### src/rtl/com_ram_pkg.sv
// Shared types and helpers for the com_tpram read-side controller.
// Holds the controller state encoding and the address wrap helper.
package com_ram_pkg;

  typedef enum logic [1:0] {
    IDLE,
    RUN,
    DRAIN,
    DONE
  } rd_state_e;

  // Explicit compare so that depths which are not a power of two wrap correctly.
  function automatic int unsigned wrap_inc(input int unsigned addr, input int unsigned depth);
    return (addr == depth - 1) ? 0 : addr + 1;
  endfunction

endpackage

### src/rtl/com_skid_fifo.sv
// Small synchronous FIFO used as the output skid buffer of the read controller.
// Push and pop may happen in the same cycle, including when the FIFO is full.
module com_skid_fifo #(
  parameter  int W  = 33,
  parameter  int D  = 3,
  localparam int CW = $clog2(D + 1),
  localparam int PW = (D > 1) ? $clog2(D) : 1
) (
  input  logic          clk,
  input  logic          rst,
  input  logic          push,
  input  logic [W-1:0]  push_data,
  input  logic          pop,
  output logic [W-1:0]  pop_data,
  output logic          empty,
  output logic [CW-1:0] cnt
);

  localparam logic [CW-1:0] FULL_CNT = CW'(D);
  localparam logic [PW-1:0] LAST_PTR = PW'(D - 1);

  logic [W-1:0]  mem [D];
  logic [PW-1:0] wr_ptr;
  logic [PW-1:0] rd_ptr;
  logic          do_push;
  logic          do_pop;

  assign empty    = (cnt == '0);
  assign do_pop   = pop && !empty;
  assign do_push  = push && ((cnt != FULL_CNT) || do_pop);
  assign pop_data = mem[rd_ptr];

  always_ff @(posedge clk) begin
    if (do_push) begin
      mem[wr_ptr] <= push_data;
    end
  end

  always_ff @(posedge clk) begin
    if (rst) begin
      wr_ptr <= '0;
      rd_ptr <= '0;
      cnt    <= '0;
    end else begin
      if (do_push) begin
        wr_ptr <= (wr_ptr == LAST_PTR) ? '0 : wr_ptr + PW'(1);
      end
      if (do_pop) begin
        rd_ptr <= (rd_ptr == LAST_PTR) ? '0 : rd_ptr + PW'(1);
      end
      if (do_push && !do_pop) begin
        cnt <= cnt + CW'(1);
      end else if (!do_push && do_pop) begin
        cnt <= cnt - CW'(1);
      end
    end
  end

  // The controller's credit rule must never let a push land on a full buffer.
  a_no_overflow : assert property (@(posedge clk) disable iff (rst)
    !(push && (cnt == FULL_CNT) && !pop));

endmodule

### src/rtl/com_tpram_rd_ctrl.sv
// Read-side burst controller for com_tpram_reg: issues RAM reads for a command
// and streams the returned words out through a valid/ready skid buffer.
module com_tpram_rd_ctrl
  import com_ram_pkg::*;
#(
  parameter  int DATA_W = 32,
  parameter  int DEPTH  = 64,
  localparam int ADDR_W = $clog2(DEPTH),
  localparam int LEN_W  = $clog2(DEPTH + 1)
) (
  input  logic              clk,
  input  logic              rst,
  input  logic              cmd_valid,
  output logic              cmd_ready,
  input  logic [ADDR_W-1:0] cmd_addr,
  input  logic [LEN_W-1:0]  cmd_len,
  output logic              mem_rd_en,
  output logic [ADDR_W-1:0] mem_rd_addr,
  input  logic [DATA_W-1:0] mem_rd_data,
  output logic              out_valid,
  input  logic              out_ready,
  output logic [DATA_W-1:0] out_data,
  output logic              out_last,
  output logic              busy,
  output logic              done
);

  localparam int BUF_D = 3;
  localparam int CNT_W = $clog2(BUF_D + 1);
  localparam logic [LEN_W-1:0] MAX_LEN = LEN_W'(DEPTH);

  rd_state_e         state;
  logic [LEN_W-1:0]  len_q;
  logic [LEN_W-1:0]  issued;
  logic              mem_rd_last;
  logic              inflight;
  logic              inflight_last;
  logic [CNT_W-1:0]  buf_cnt;
  logic              buf_empty;
  logic [DATA_W:0]   buf_head;
  logic              pop;
  int                occ;

  assign pop       = out_valid && out_ready;
  assign out_valid = !buf_empty;
  assign out_data  = buf_head[DATA_W-1:0];
  assign out_last  = out_valid && buf_head[DATA_W];

  // Words already owed to the buffer after this edge; the pop term lets the
  // credit loop keep one read per clock with only three buffer slots.
  always_comb begin
    occ = int'(buf_cnt) + int'(inflight) + int'(mem_rd_en) - int'(pop);
  end

  com_skid_fifo #(
    .W (DATA_W + 1),
    .D (BUF_D)
  ) u_buf (
    .clk       (clk),
    .rst       (rst),
    .push      (inflight),
    .push_data ({inflight_last, mem_rd_data}),
    .pop       (pop),
    .pop_data  (buf_head),
    .empty     (buf_empty),
    .cnt       (buf_cnt)
  );

  // RAM data is captured only in the cycle after a read, so the stale value
  // left on rd_data between reads never reaches the buffer.
  always_ff @(posedge clk) begin
    if (rst) begin
      state         <= IDLE;
      cmd_ready     <= 1'b0;
      mem_rd_en     <= 1'b0;
      mem_rd_addr   <= '0;
      mem_rd_last   <= 1'b0;
      len_q         <= '0;
      issued        <= '0;
      inflight      <= 1'b0;
      inflight_last <= 1'b0;
      busy          <= 1'b0;
      done          <= 1'b0;
    end else begin
      inflight      <= mem_rd_en;
      inflight_last <= mem_rd_en && mem_rd_last;
      mem_rd_en     <= 1'b0;
      done          <= 1'b0;
      case (state)
        IDLE: begin
          if (cmd_valid && cmd_ready) begin
            len_q     <= cmd_len;
            cmd_ready <= 1'b0;
            busy      <= 1'b1;
            if (cmd_len == '0) begin
              state <= DONE;
              done  <= 1'b1;
            end else begin
              state       <= RUN;
              mem_rd_en   <= 1'b1;
              mem_rd_addr <= cmd_addr;
              mem_rd_last <= (cmd_len == LEN_W'(1));
              issued      <= LEN_W'(1);
            end
          end else begin
            cmd_ready <= 1'b1;
          end
        end
        RUN: begin
          if (issued == len_q) begin
            state <= DRAIN;
          end else if (occ < BUF_D) begin
            mem_rd_en   <= 1'b1;
            mem_rd_addr <= ADDR_W'(wrap_inc(32'(mem_rd_addr), DEPTH));
            mem_rd_last <= (issued + LEN_W'(1) == len_q);
            issued      <= issued + LEN_W'(1);
          end
        end
        DRAIN: begin
          if (pop && out_last) begin
            state <= DONE;
            done  <= 1'b1;
          end
        end
        DONE: begin
          state     <= IDLE;
          busy      <= 1'b0;
          cmd_ready <= 1'b1;
        end
        default: begin
          state <= IDLE;
        end
      endcase
    end
  end

  a_len_legal : assert property (@(posedge clk) disable iff (rst)
    (cmd_valid && cmd_ready) |-> (cmd_len <= MAX_LEN));

endmodule
### config.mk
export PLATFORM = sky130hd
export DESIGN_NAME = com_tpram_rd_ctrl
export DESIGN_NICKNAME = d
export VERILOG_FILES = /design/src/rtl/com_ram_pkg.sv /design/src/rtl/com_skid_fifo.sv /design/src/rtl/com_tpram_rd_ctrl.sv
export SDC_FILE = /design/constraint.sdc
export NUM_CORES = 1
export LEC_CHECK = 0
export BUFFER_PORTS_ARGS = -buffer_cell sky130_fd_sc_hd__buf_2
export CAP_MARGIN = 20
export CORE_MARGIN = 2
export CORE_UTILIZATION = 61
export DETAILED_ROUTE_END_ITERATION = 8
export HOLD_SLACK_MARGIN = 0.08
export PLACE_DENSITY = 0.95
export RECOVER_POWER = 100
export SYNTH_ARGS = -nofsm -noshare
export SYNTH_HDL_FRONTEND = slang
export SYNTH_HIERARCHICAL = 1
export SYNTH_SLANG_ARGS = --single-unit
### constraint.sdc
create_clock -name clk -period 10.19 [get_ports clk]
set_input_delay 1.019 -clock clk [delete_from_list [all_inputs] [get_ports clk]]
set_output_delay 1.019 -clock clk [all_outputs]
set_load 0.02 [all_outputs]
# After elaboration in Yosys (flattened, before gate mapping)
# Memory sizes are Yosys's and may differ from the RTL's. A register that Yosys moved wholly into a read port is not among the register bits.
# Cells that the tools add are included.
# word_totals
input_bits	49
elab_cells	106
output_inout_bits	44
ramBits	99
regBits	35
n_memories	1
# mem_list
memory	words	word_bits	rd	rd_ports_with_merged_regs	write_ports	line_no	rtl
u_buf.mem	3	33	1	1	1	com_skid_fifo.sv:22	logic [W-1:0] mem [D];
# op_classes
magnitude_cmp	1
muxes	42
add_sub_neg	9
n_eq_ne	16
n_reduce_logical	23
# ops
cell	count
2-to-1 mux 6 bit	5
2-to-1 mux 7 bit	4
2-to-1 mux 2 bit	10
2-to-1 mux 1 bit	15
equality test 7 bit	2
!= test 2 bit (second input constant)	7
case mux 7 bit (2 select lines)	1
case mux 6 bit (2 select lines)	1
case mux 1 bit (2 select lines)	5
logical AND 1 bit	9
equality test 2 bit (second input constant)	4
case mux 2 bit (4 select lines)	1
adder 7 x 1 -> 7 bit (second input constant)	1
equality test 7 x 1 -> 1 bit (second input constant)	1
logical NOT 7 bit	1
adder 2 x 1 -> 2 bit (second input constant)	3
adder 6 x 1 -> 6 bit (second input constant)	1
equality test 6 bit (second input constant)	1
nonzero test 2 bit	3
< comparator 5 x 3 -> 1 bit (second input constant)	1
AND reduction 5 bit	1
subtractor 4 x 1 -> 5 bit	1
adder 3 x 1 -> 4 bit	1
logical NOT 2 bit	2
7 further kinds	10

# Longest topological paths before layout
# Gate-level depths: netlist of the first run.
# logic_depth
word_depth	10
ltp_mapped	10
depth_no_buf	10

# Cells and area by module
# The synthesis of the first run kept the hierarchy.
# by_module_without_submodules
module	instances	seq_area_each_um2	area_per_inst_um2	cells_each
com_skid_fifo	1	3133.0	3991.3	246
com_tpram_rd_ctrl	1	580.6	1808.0	217

# Worst setup path before layout of the first run
# No wires, ideal clock.
# synth_timing
path_type	input-to-reg
startpoint	in out_ready
endpoint	mem u_buf.mem[2][0], enable pin
setup_time_ns	0.471
t_required_ns	9.719
arrival_ns	4.010
cell_stages	4
path_buffers	0
slack_ns	5.709
cell_sequence	nor2b_1 nand3b_1 nand2_1 nor3b_1
# synth_between
elab_chain_len	6
# synth_lines
element	line_no	rtl
from (decl)	com_tpram_rd_ctrl.sv:21	input logic out_ready,
logical AND 1 bit	com_tpram_rd_ctrl.sv:44	assign pop = out_valid && out_ready;
logical AND 1 bit	com_skid_fifo.sv:29	assign do_pop = pop && !empty;
logical OR 1 bit	com_skid_fifo.sv:30	assign do_push = push && ((cnt != FULL_CNT) || do_pop);
logical AND 1 bit	com_skid_fifo.sv:30	
2-to-1 mux 1 bit	com_skid_fifo.sv:34	if (do_push) begin
2-to-1 mux 1 bit (not written as such)	com_skid_fifo.sv:35	mem[wr_ptr] <= push_data;
to (decl)	com_skid_fifo.sv:22	
# Every way passes these cells.

==> results.toml, run 1 <==
[worst_setup_path]
path_class = "flop to output pin"
worst-r2r-cell-count = 6
timing.critical_path.arrival_ps = 3290
required_ps = 9170
setup.worst_path.start_class = "flop"
critical_path.reg2reg.endpoint = "u_buf/mem[2][20]"
worstSetupEndpointType = "output pin"
path_max_fanout = 33
worstReg2RegStart = "u_buf/cnt[1]"
r2r_setup_slack_ps = 6290

[synthesis]
ys_seq_area_share_pct = 64.0
ys_ff_latch = 136
synth.net_count = 524
yosys.cell_types.count = 57
post_synth_inst_count = 463
synth-edff-count = 99
yosys_most_used_dff = "sky130_fd_sc_hd__edfxtp_1"
postSynth.asyncResetShare_pct = 0
yosys_warnings = 6
synth_area_sq_um = 5800
syn_avg_cell_area_sq_um = 12.5

[power_and_ir_drop]
power_density_nw_per_um2 = 224
total_power_mw = 1.53
max-vdd-ir-drop_uv = 142
total_leakage_power_nw = 2.23

[timing]
final_min_period_over_clock_period_pct = 42.2
unrepaired_setup_endpoints_after_global_routing = "false"
worst_clock_skew_ps = 8.12
post-route-min-period_ps = 4300
setup_total_negative_slack_ps = 0
timing.final.setup_violations = 0
max-slew-margin-rel_pct = -34.9
clock.fmax_mhz = 232
report.final.slew_viol_count = 138
finalHoldViolations = 0
timing_worst_slew_pin_value_ps = 2020

[worst_hold_path]
holdCritPathClass = "flop to flop"
worstHoldPathCells = 0
min_delay_worst_endpoint = "u_buf/mem[2][32]"
min_from = "inflight_last"

[clocking]
tritoncts.num_buffers = 17
cts_tree = "done"
worstSkewPairLatency_ps = 520
numClockSinks = 136
maximum_level_of_the_cts_h_tree = 4
clk_pin_slew_worst_setup_hold_paths_ps = 60
holdBufCountCts = 0
cts_post_setup_buffers_inserted = 0
post_cts.resized_instances = 0
clock_path_buffers = 2
clock_tree.root_cell = "sky130_fd_sc_hd__clkbuf_8"

[routing]
via_total_after_detailed_routing = 3974
drt_wl_total_um = 11600
drc = 0
drtIter0Drc = 208
viasPerCell = 5.68
final_routed_wire_length_divided_by_cell_count_um = 16.6
route.antenna.remaining_nets = 0
detailedRoute.firstPassIterationCount = 7

[layout]
synthToLayoutAreaGrowth_pct = 17.7
drive_gt1_share_pct = 10.5
multi_input_comb_area_sq_um = 1910
n_antenna_cell = 0
final-seq-area_sq_um = 3710
design.final.nets = 619
fillCellCount = 616

[global_routing]
first_global_vias = 3928
grt_start_max_net_pins = 67
grt_pass1_wl_um = 18100
antenna_violations_before_repair = 0
gr-total-overflow = 0
grt_usage_pct = 23.0

[placed_design]
number_of_buffer_cells_added_on_primary_ports = 92
detailedPlacementHpwl_um = 7560
place.gp.congestion = 0.858

[floorplanning]
fp.dieW_um = 102
die_height_um = 102
rows = 35
i_o_pins = 93
initial_utilization_pct = 62.8
placeableCoreArea_sq_um = 9240
die_area_sq_um = 10300

[status]
status = "finished with violations"
failing_checks = "max-capacitance violations, max-slew violations"

[flow_run]
timing.max_cap.violations = 4
-- worst max path at each step --
stage	start	to	slack [ps]
after floorplan	out_ready	u_buf/mem[2][0]	5710
after global routing	flop	out_last	5740
after CTS	flop	out_last	6660
after detailed placement	out_ready	issued[0]	6250
final	flop	out_last	5890
after global placement	out_ready	mem_rd_addr[3]	6320
-- metrics by stage --
stage	worst slack [ps]	util [%]	std cells	hold slack, ps	cell area [sq um]
finish	5890	73.9	700	461	6820
global placement	6320	68.8	667	426	6360
CTS	6660	75.0	699	463	6930
detailed placement	6250	68.8	667	447	6360
floorplan	5710	-	463	421	5800
global route	5740	73.9	700	471	6820
-- cells in the final DEF, fill, tap and decap left out, types with 6 or more instances in the layout --
master                       n
sky130_fd_sc_hd__edfxtp_1   99
sky130_fd_sc_hd__clkbuf_1   80
sky130_fd_sc_hd__nand2_1    61
sky130_fd_sc_hd__o21ai_0    41
sky130_fd_sc_hd__mux2i_1    36
sky130_fd_sc_hd__dfxtp_1    36
sky130_fd_sc_hd__a21oi_1    26
sky130_fd_sc_hd__nor2_1     18
sky130_fd_sc_hd__inv_1      17
sky130_fd_sc_hd__clkbuf_16  16
sky130_fd_sc_hd__buf_2      15
sky130_fd_sc_hd__ha_1       10
sky130_fd_sc_hd__nand3_1     9
sky130_fd_sc_hd__xor2_1      7
sky130_fd_sc_hd__xnor2_1     6
sky130_fd_sc_hd__a211oi_1    6
-- area by class of cell --
type / count / share of cell area (%)
flip-flops and latches: 136 / 54.4
clock buffers: 17 / 6.07
multi-input cells: 290 / 28.1
well taps: 129 / 2.37
inverters: 17 / 0.935
repair buffers: 96 / 5.79
clock inverters: 15 / 2.35
-- layer usage --
layer  wire (um)  vias up  GRT usage, %
li1            -     1909             -
met1        4840     1893          27.8
met2        5890      155          40.5
met3         702       17          5.87
met4         162        0          7.07
met5           0        -             0
-- registers in the layout, indices dropped and copies added, names as in the netlist, 2 cells and up, named ones only --
| signal | flops |
|---|---|
| u_buf/mem | 99 |
| issued | 7 |
| len_q | 7 |
| mem_rd_addr | 6 |
| state | 2 |
| u_buf/cnt | 2 |
| u_buf/rd_ptr | 2 |
| u_buf/wr_ptr | 2 |
-- worst max-delay path: stages, from the launching register on --
cell and delay, ps:
sky130_fd_sc_hd__dfxtp_1 1690, sky130_fd_sc_hd__mux2i_1 180, sky130_fd_sc_hd__o21ai_0 440, sky130_fd_sc_hd__nor2b_1 210
sky130_fd_sc_hd__clkbuf_1 250
-- cell usage after synthesis, drive strengths merged (3+ instances only) --
master / n / area [sq um]
nand3: 10 / 55.1
dfxtp: 37 / 741
and3: 3 / 18.8
buf: 9 / 50.1
xor2: 7 / 61.3
o32ai: 5 / 51.3
inv: 17 / 63.8
nor3b: 3 / 22.5
or3: 5 / 33.8
edfxtp: 99 / 2970
nand2: 61 / 229
a21oi: 27 / 143
nor3: 6 / 41.3
o21ai: 43 / 223
mux2i: 36 / 360
a2bb2oi: 3 / 26.3
clkbuf: 11 / 41.3
nand4: 5 / 31.3
nor2b: 5 / 31.3
a211oi: 6 / 45.0
nor2: 18 / 70.1
ha: 10 / 125
xnor2: 6 / 52.6
-- kinds of logic after synthesis --
family                     Yosys count  synth area share [%]
buffers and inverters               37                  2.68
muxes                               36                  6.21
xor gates and xnor gates            14                  2.35
adders and majority gates           12                  2.85
and+or+nand+nor                    128                  10.8
DFF                                136                  64.0
AOI/OAI and AO/OA                  100                  11.0
-- where the power goes --
group	internal (mW)	switching, mW
clock network	0.335	0.247
registers	0.630	0.0321
logic	0.0983	0.186
total	1.06	0.465
Note: power is estimated with default switching activity, not from simulation.
==> run 2: changes to the inputs <==
Settings changed: CORE_UTILIZATION 61 to 56, PLACE_DENSITY 0.95 to 0.9.
Clock period 10.19 ns to 4.4 ns, I/O delays scaled along.
==> run 2 against run 1 <==
  * The flow still finishes with violations (max-capacitance violations, max-slew violations)
  * Non-clock buffer count increased by 1
  * Hold slack got worse by 300 ps
  * Utilization decreased by 6.7 points
  * Setup slack got worse by 5300 ps
==> results.toml, run 2 (same netlist as run 1, synthesis figures left out) <==
[layout]
synthToLayoutAreaGrowth_pct = 18.0
design.final.nets = 620
drive_gt1_share_pct = 10.5
top_register = "u_buf/mem"
largest_reg_flops = 99
reg.largest.list = "u_buf/mem x99, issued x7, len_q x7"
most_common_cell_after_layout_fill_and_taps_aside = "sky130_fd_sc_hd__edfxtp_1"
final_cell_mix = "sky130_fd_sc_hd__edfxtp_1, sky130_fd_sc_hd__clkbuf_1, sky130_fd_sc_hd__nand2_1"
n_antenna_cell = 0
fillCellCount = 762
post_layout_nonfiller_instances = 708

[floorplanning]
i_o_pins = 93
placeableCoreArea_sq_um = 10200
fp.dieW_um = 106
die_area_sq_um = 11200
initial_utilization_pct = 56.9
rows = 37
die_height_um = 106

[routing]
viasPerCell = 5.68
drt_wl_total_um = 11900
drc = 0
via_total_after_detailed_routing = 4021
detailedRoute.firstPassIterationCount = 5
drtIter0Drc = 282
route.antenna.remaining_nets = 0
final_routed_wire_length_divided_by_cell_count_um = 16.9

[worst_setup_path]
cp_num_buf_inv = 2
path_max_fanout = 65
worstSetupEndpointType = "output pin"
cpPeakStageDelay_ps = 1520
critPathTopFamily = "buffers and inverters"
path_class = "flop to output pin"
slowest_stage = "sky130_fd_sc_hd__dlymetal6s4s_1"
timing.critical_path.arrival_ps = 3380
required_ps = 3960
crit_path_cell_trace = "dlymetal6s4s_1 -> o21ai_0 -> nor2b_1 -> buf_2"
setup.worst_path.start_class = "flop"

[timing]
timing.final.setup_violations = 0
finalWorstSetupSlack_ps = 579
setup_total_negative_slack_ps = 0
finalHoldViolations = 0
report.final.slew_viol_count = 168
post-route-min-period_ps = 3820
timing_worst_slew_pin_value_ps = 1970
clock.fmax_mhz = 262
max-slew-margin-rel_pct = -31.0
worst_clock_skew_ps = 11.8
final_min_period_over_clock_period_pct = 86.8
unrepaired_setup_endpoints_after_global_routing = "false"

[placed_design]
pre_cts_slack_ps = 857
number_of_buffer_cells_added_on_primary_ports = 92
dpl.cell_count = 675
detailedPlacementHpwl_um = 7750
place.gp.congestion = 0.875

[status]
failing_checks = "max-capacitance violations, max-slew violations"
status = "finished with violations"

[global_routing]
grt_usage_pct = 22.4
gr-total-overflow = 0
antenna_violations_before_repair = 0
grt_start_max_net_pins = 67
grt_pass1_wl_um = 19500
first_global_vias = 4085

[worst_hold_path]
holdCritPathClass = "input port to flop"

[power_and_ir_drop]
clockPowerShare_pct = 38.9
max-vdd-ir-drop_uv = 290
p_int_mw = 2.55
power_density_nw_per_um2 = 522
total_leakage_power_nw = 2.25
power.share.combinational_pct = 18.3
seqPwrFrac_pct = 42.8
power_switching_mw = 1.02
power.share.switching_pct = 28.6

[flow_run]
timing.max_cap.violations = 4

[clocking]
clock_tree.root_cell = "sky130_fd_sc_hd__clkbuf_8"
numClockSinks = 136
tritoncts.num_buffers = 17
cts_tree = "done"
maximum_level_of_the_cts_h_tree = 4
worstSkewPairLatency_ps = 510
post_cts.resized_instances = 0
holdBufCountCts = 0
cts_post_setup_buffers_inserted = 0
clock_path_buffers = 2
clk_pin_slew_worst_setup_hold_paths_ps = 60
==> run 2: cell count changes in the layout (fill, tap and decap cells not counted), sizes merged <==
| cell | change |
|---|---|
| buf | +1 |
| clkinvlp | +5 |
| clkinv | -2 |
| inv | -6 |
| bufinv | +2 |
| dlymetal6s4s | +1 |
==> run 2: final cells by class <==
cell class	count	area, sq um	area share, %
repair buffers	97	397	5.80
flip-flops and latches	136	3720	54.3
well taps	136	170	2.49
clock buffers	18	418	6.11
inverters	17	63.8	0.933
multi-input cells	290	1910	27.8
clock inverters	14	173	2.52
==> run 2: worst register-to-register path: stages, from the launching register on <==
cell	delay (ps)
sky130_fd_sc_hd__dfxtp_1	460
sky130_fd_sc_hd__nor2_1	120
sky130_fd_sc_hd__nor2b_1	330
sky130_fd_sc_hd__ha_1	320
sky130_fd_sc_hd__fa_1	430
sky130_fd_sc_hd__fa_1	480
sky130_fd_sc_hd__a2bb2oi_1	170
sky130_fd_sc_hd__a21oi_1	400
sky130_fd_sc_hd__o2bb2ai_1	390
sky130_fd_sc_hd__nor2_1	280
sky130_fd_sc_hd__a211oi_1	290
==> run 2: through the flow <==
step | area (sq um) | util (%) | hold slack (ps) | total power [mW]
6_report | 6840 | 67.2 | 162 | 3.57
5_1_grt | 6840 | 67.2 | 144 | 3.74
4_1_cts | 6970 | 68.4 | 108 | 3.62
3_5_place_dp | 6380 | 62.6 | 454 | 2.22
3_3_place_gp | 6380 | 62.6 | 435 | 2.19
2_1_floorplan | 5800 | - | 421 | 2.03
==> run 2: path summary, 6_finish.rpt <==
check | startpoint | endpoint | slack (ps) | cells after the start
hold / removal | mem_rd_data[23] | u_buf/mem[2][23] | 160 | 1
setup reg to reg | u_buf/cnt[1] | mem_rd_addr[0] | 630 | 10
hold reg to reg | inflight_last | u_buf/mem[1][32] | 470 | 0
setup / recovery | flop | out_last | 580 | 4
==> run 2: power groups by stage <==
stage               logic (mW)  registers, mW  clock network, mW
floorplan                0.466           1.56                  0
global placement         0.641           1.55                  0
detailed placement       0.666           1.55                  0
CTS                      0.677           1.53               1.41
global route             0.728           1.54               1.47
finish                   0.653           1.53               1.39
==> run 2: per-layer routing <==
layer | vias to the layer above | part of all wire [%] | global-route usage (%)
li1 | 1913 | - | -
met1 | 1935 | 40 | 25.9
met2 | 165 | 53 | 40.5
met3 | 8 | 5.9 | 5.01
met4 | 0 | 0.62 | 8.08
met5 | - | 0 | 0
==> run 3: changes to the inputs <==
Settings changed: RECOVER_POWER 100 to 25, SKIP_CTS_REPAIR_TIMING set to 1.
==> run 3 against run 2 <==
  * The run now ends clean
  * Utilization rose by 1.1 points
  * Clock skew rose by 1.3 ps
  * Setup slack improved by 180 ps
  * Register-to-register slack improved by 130 ps
==> results.toml, run 3 (same netlist as run 1, synthesis figures left out) <==
[worst_setup_path]
required_ps = 4830
timing.critical_path.arrival_ps = 4070
worstSetupEndpointType = "flop"
path_class = "flop to flop"
setup.worst_path.start_class = "flop"
crit_path_start = "u_buf/cnt[1]"
path_max_fanout = 10
worstReg2RegStart = "u_buf/cnt[1]"

[routing]
viasPerCell = 5.71
wl_met2_um = 6370
met3WireLength_um = 642
detailedRoute.firstPassIterationCount = 5
drtIter0Drc = 302
route.antenna.remaining_nets = 0
maxUsedRoutingLayer = "met4"
m1WireLength_um = 4840
drt_wl_total_um = 11900
via_total_after_detailed_routing = 4046
drc = 0
final_routed_wire_length_divided_by_cell_count_um = 16.8

[flow_run]
timing.max_cap.violations = 0

[layout]
n_antenna_cell = 0
drive_gt1_share_pct = 21.3
reg.largest.list = "u_buf/mem x99, issued x7, len_q x7"
synthToLayoutAreaGrowth_pct = 19.9
largest_reg_flops = 99
fillCellCount = 725
most_common_cell_after_layout_fill_and_taps_aside = "sky130_fd_sc_hd__edfxtp_1"
layout.core_utilization_pct = 68.3
design.final.nets = 620
multi_input_comb_area_sq_um = 1940
top_register = "u_buf/mem"
final-seq-area_sq_um = 3720
final_cell_mix = "sky130_fd_sc_hd__edfxtp_1, sky130_fd_sc_hd__buf_2, sky130_fd_sc_hd__nand2_1"

[global_routing]
gr-total-overflow = 0
grt_start_max_net_pins = 67
first_global_vias = 4085
grt_pass1_wl_um = 19500
antenna_violations_before_repair = 0
grt_usage_pct = 22.4

[floorplanning]
die_area_sq_um = 11200
fp.dieW_um = 106
placeableCoreArea_sq_um = 10200
die_height_um = 106
i_o_pins = 93
rows = 37
initial_utilization_pct = 56.9

[timing]
clock.fmax_mhz = 275
unrepaired_setup_endpoints_after_global_routing = "false"
final_min_period_over_clock_period_pct = 82.7
max-slew-margin-rel_pct = 39.5
post-route-min-period_ps = 3640
setup_total_negative_slack_ps = 0
report.final.slew_viol_count = 0
worst_clock_skew_ps = 13.1
timing_worst_slew_pin_value_ps = 906
timing.final.setup_violations = 0
finalHoldViolations = 0

[clocking]
maximum_level_of_the_cts_h_tree = 4
clock_tree.root_cell = "sky130_fd_sc_hd__clkbuf_8"
clock_path_buffers = 2
cts_tree = "done"
clk_pin_slew_worst_setup_hold_paths_ps = 60
numClockSinks = 136
tritoncts.num_buffers = 17
worstSkewPairLatency_ps = 510

[placed_design]
place.gp.congestion = 0.875
detailedPlacementHpwl_um = 7750
number_of_buffer_cells_added_on_primary_ports = 92

[power_and_ir_drop]
max-vdd-ir-drop_uv = 295
power_density_nw_per_um2 = 517
total_leakage_power_nw = 2.41

[status]
status = "finished clean"

[worst_hold_path]
min_from = "mem_rd_data[9]"
holdCritPathClass = "input port to flop"
[run 3: changes by cell type in the layout (fill, tap and decap cells not counted), sizes merged]
cell	delta
buf	+55
clkbuf	-54
dlymetal6s4s	-1
[run 3: worst paths after layout]
path,end,slack [ps],cells past startpoint
max reg2reg,mem_rd_addr[3],760,10
min reg2reg,u_buf/mem[1][32],470,0
min,u_buf/mem[1][9],140,1
max,mem_rd_addr[3],760,10
[run 3: final cells by class]
type                    instances  share of cell area [%]
well taps                     136                    2.45
repair buffers                 97                    6.89
multi-input cells             290                    27.8
clock buffers                  18                    6.01
flip-flops and latches        136                    53.4
clock inverters                14                    2.48
inverters                      17                   0.917
[run 3: through the flow]
| stage | power, mW | instance area, sq um | std cells | setup slack [ps] | hold slack (ps) |
|---|---|---|---|---|---|
| floorplan | 2.03 | 5800 | 463 | 403 | 421 |
| global placement | 2.19 | 6380 | 675 | 1040 | 435 |
| detailed placement | 2.22 | 6380 | 675 | 857 | 454 |
| CTS | 3.62 | 6970 | 707 | 769 | 108 |
| global route | 3.76 | 6960 | 708 | 456 | 124 |
| finish | 3.60 | 6960 | 708 | 763 | 143 |
[run 3: power by group]
| group | total, mW | leakage (nW) | switching [mW] | internal [mW] |
|---|---|---|---|---|
| sequential | 1.53 | 1.19 | 0.0723 | 1.46 |
| combinational | 0.679 | 0.940 | 0.434 | 0.245 |
| clock | 1.39 | 0.274 | 0.523 | 0.865 |
[run 3: per-layer routing]
metal | vias up | global-route usage [%]
li1 | 1915 | -
met1 | 1968 | 25.9
met2 | 153 | 40.5
met3 | 10 | 5.01
met4 | 0 | 8.08
met5 | - | 0
[run 3: worst max-delay path, cell delays in order, from the launching register on]
cell and delay, ps:
sky130_fd_sc_hd__dfxtp_1 480, sky130_fd_sc_hd__nor2_1 130, sky130_fd_sc_hd__nor2b_1 360, sky130_fd_sc_hd__ha_1 320, sky130_fd_sc_hd__fa_1 430, sky130_fd_sc_hd__fa_1 530
sky130_fd_sc_hd__a2bb2oi_1 220, sky130_fd_sc_hd__a21oi_1 200, sky130_fd_sc_hd__o2bb2ai_2 250, sky130_fd_sc_hd__or3_2 500, sky130_fd_sc_hd__a21oi_1 150
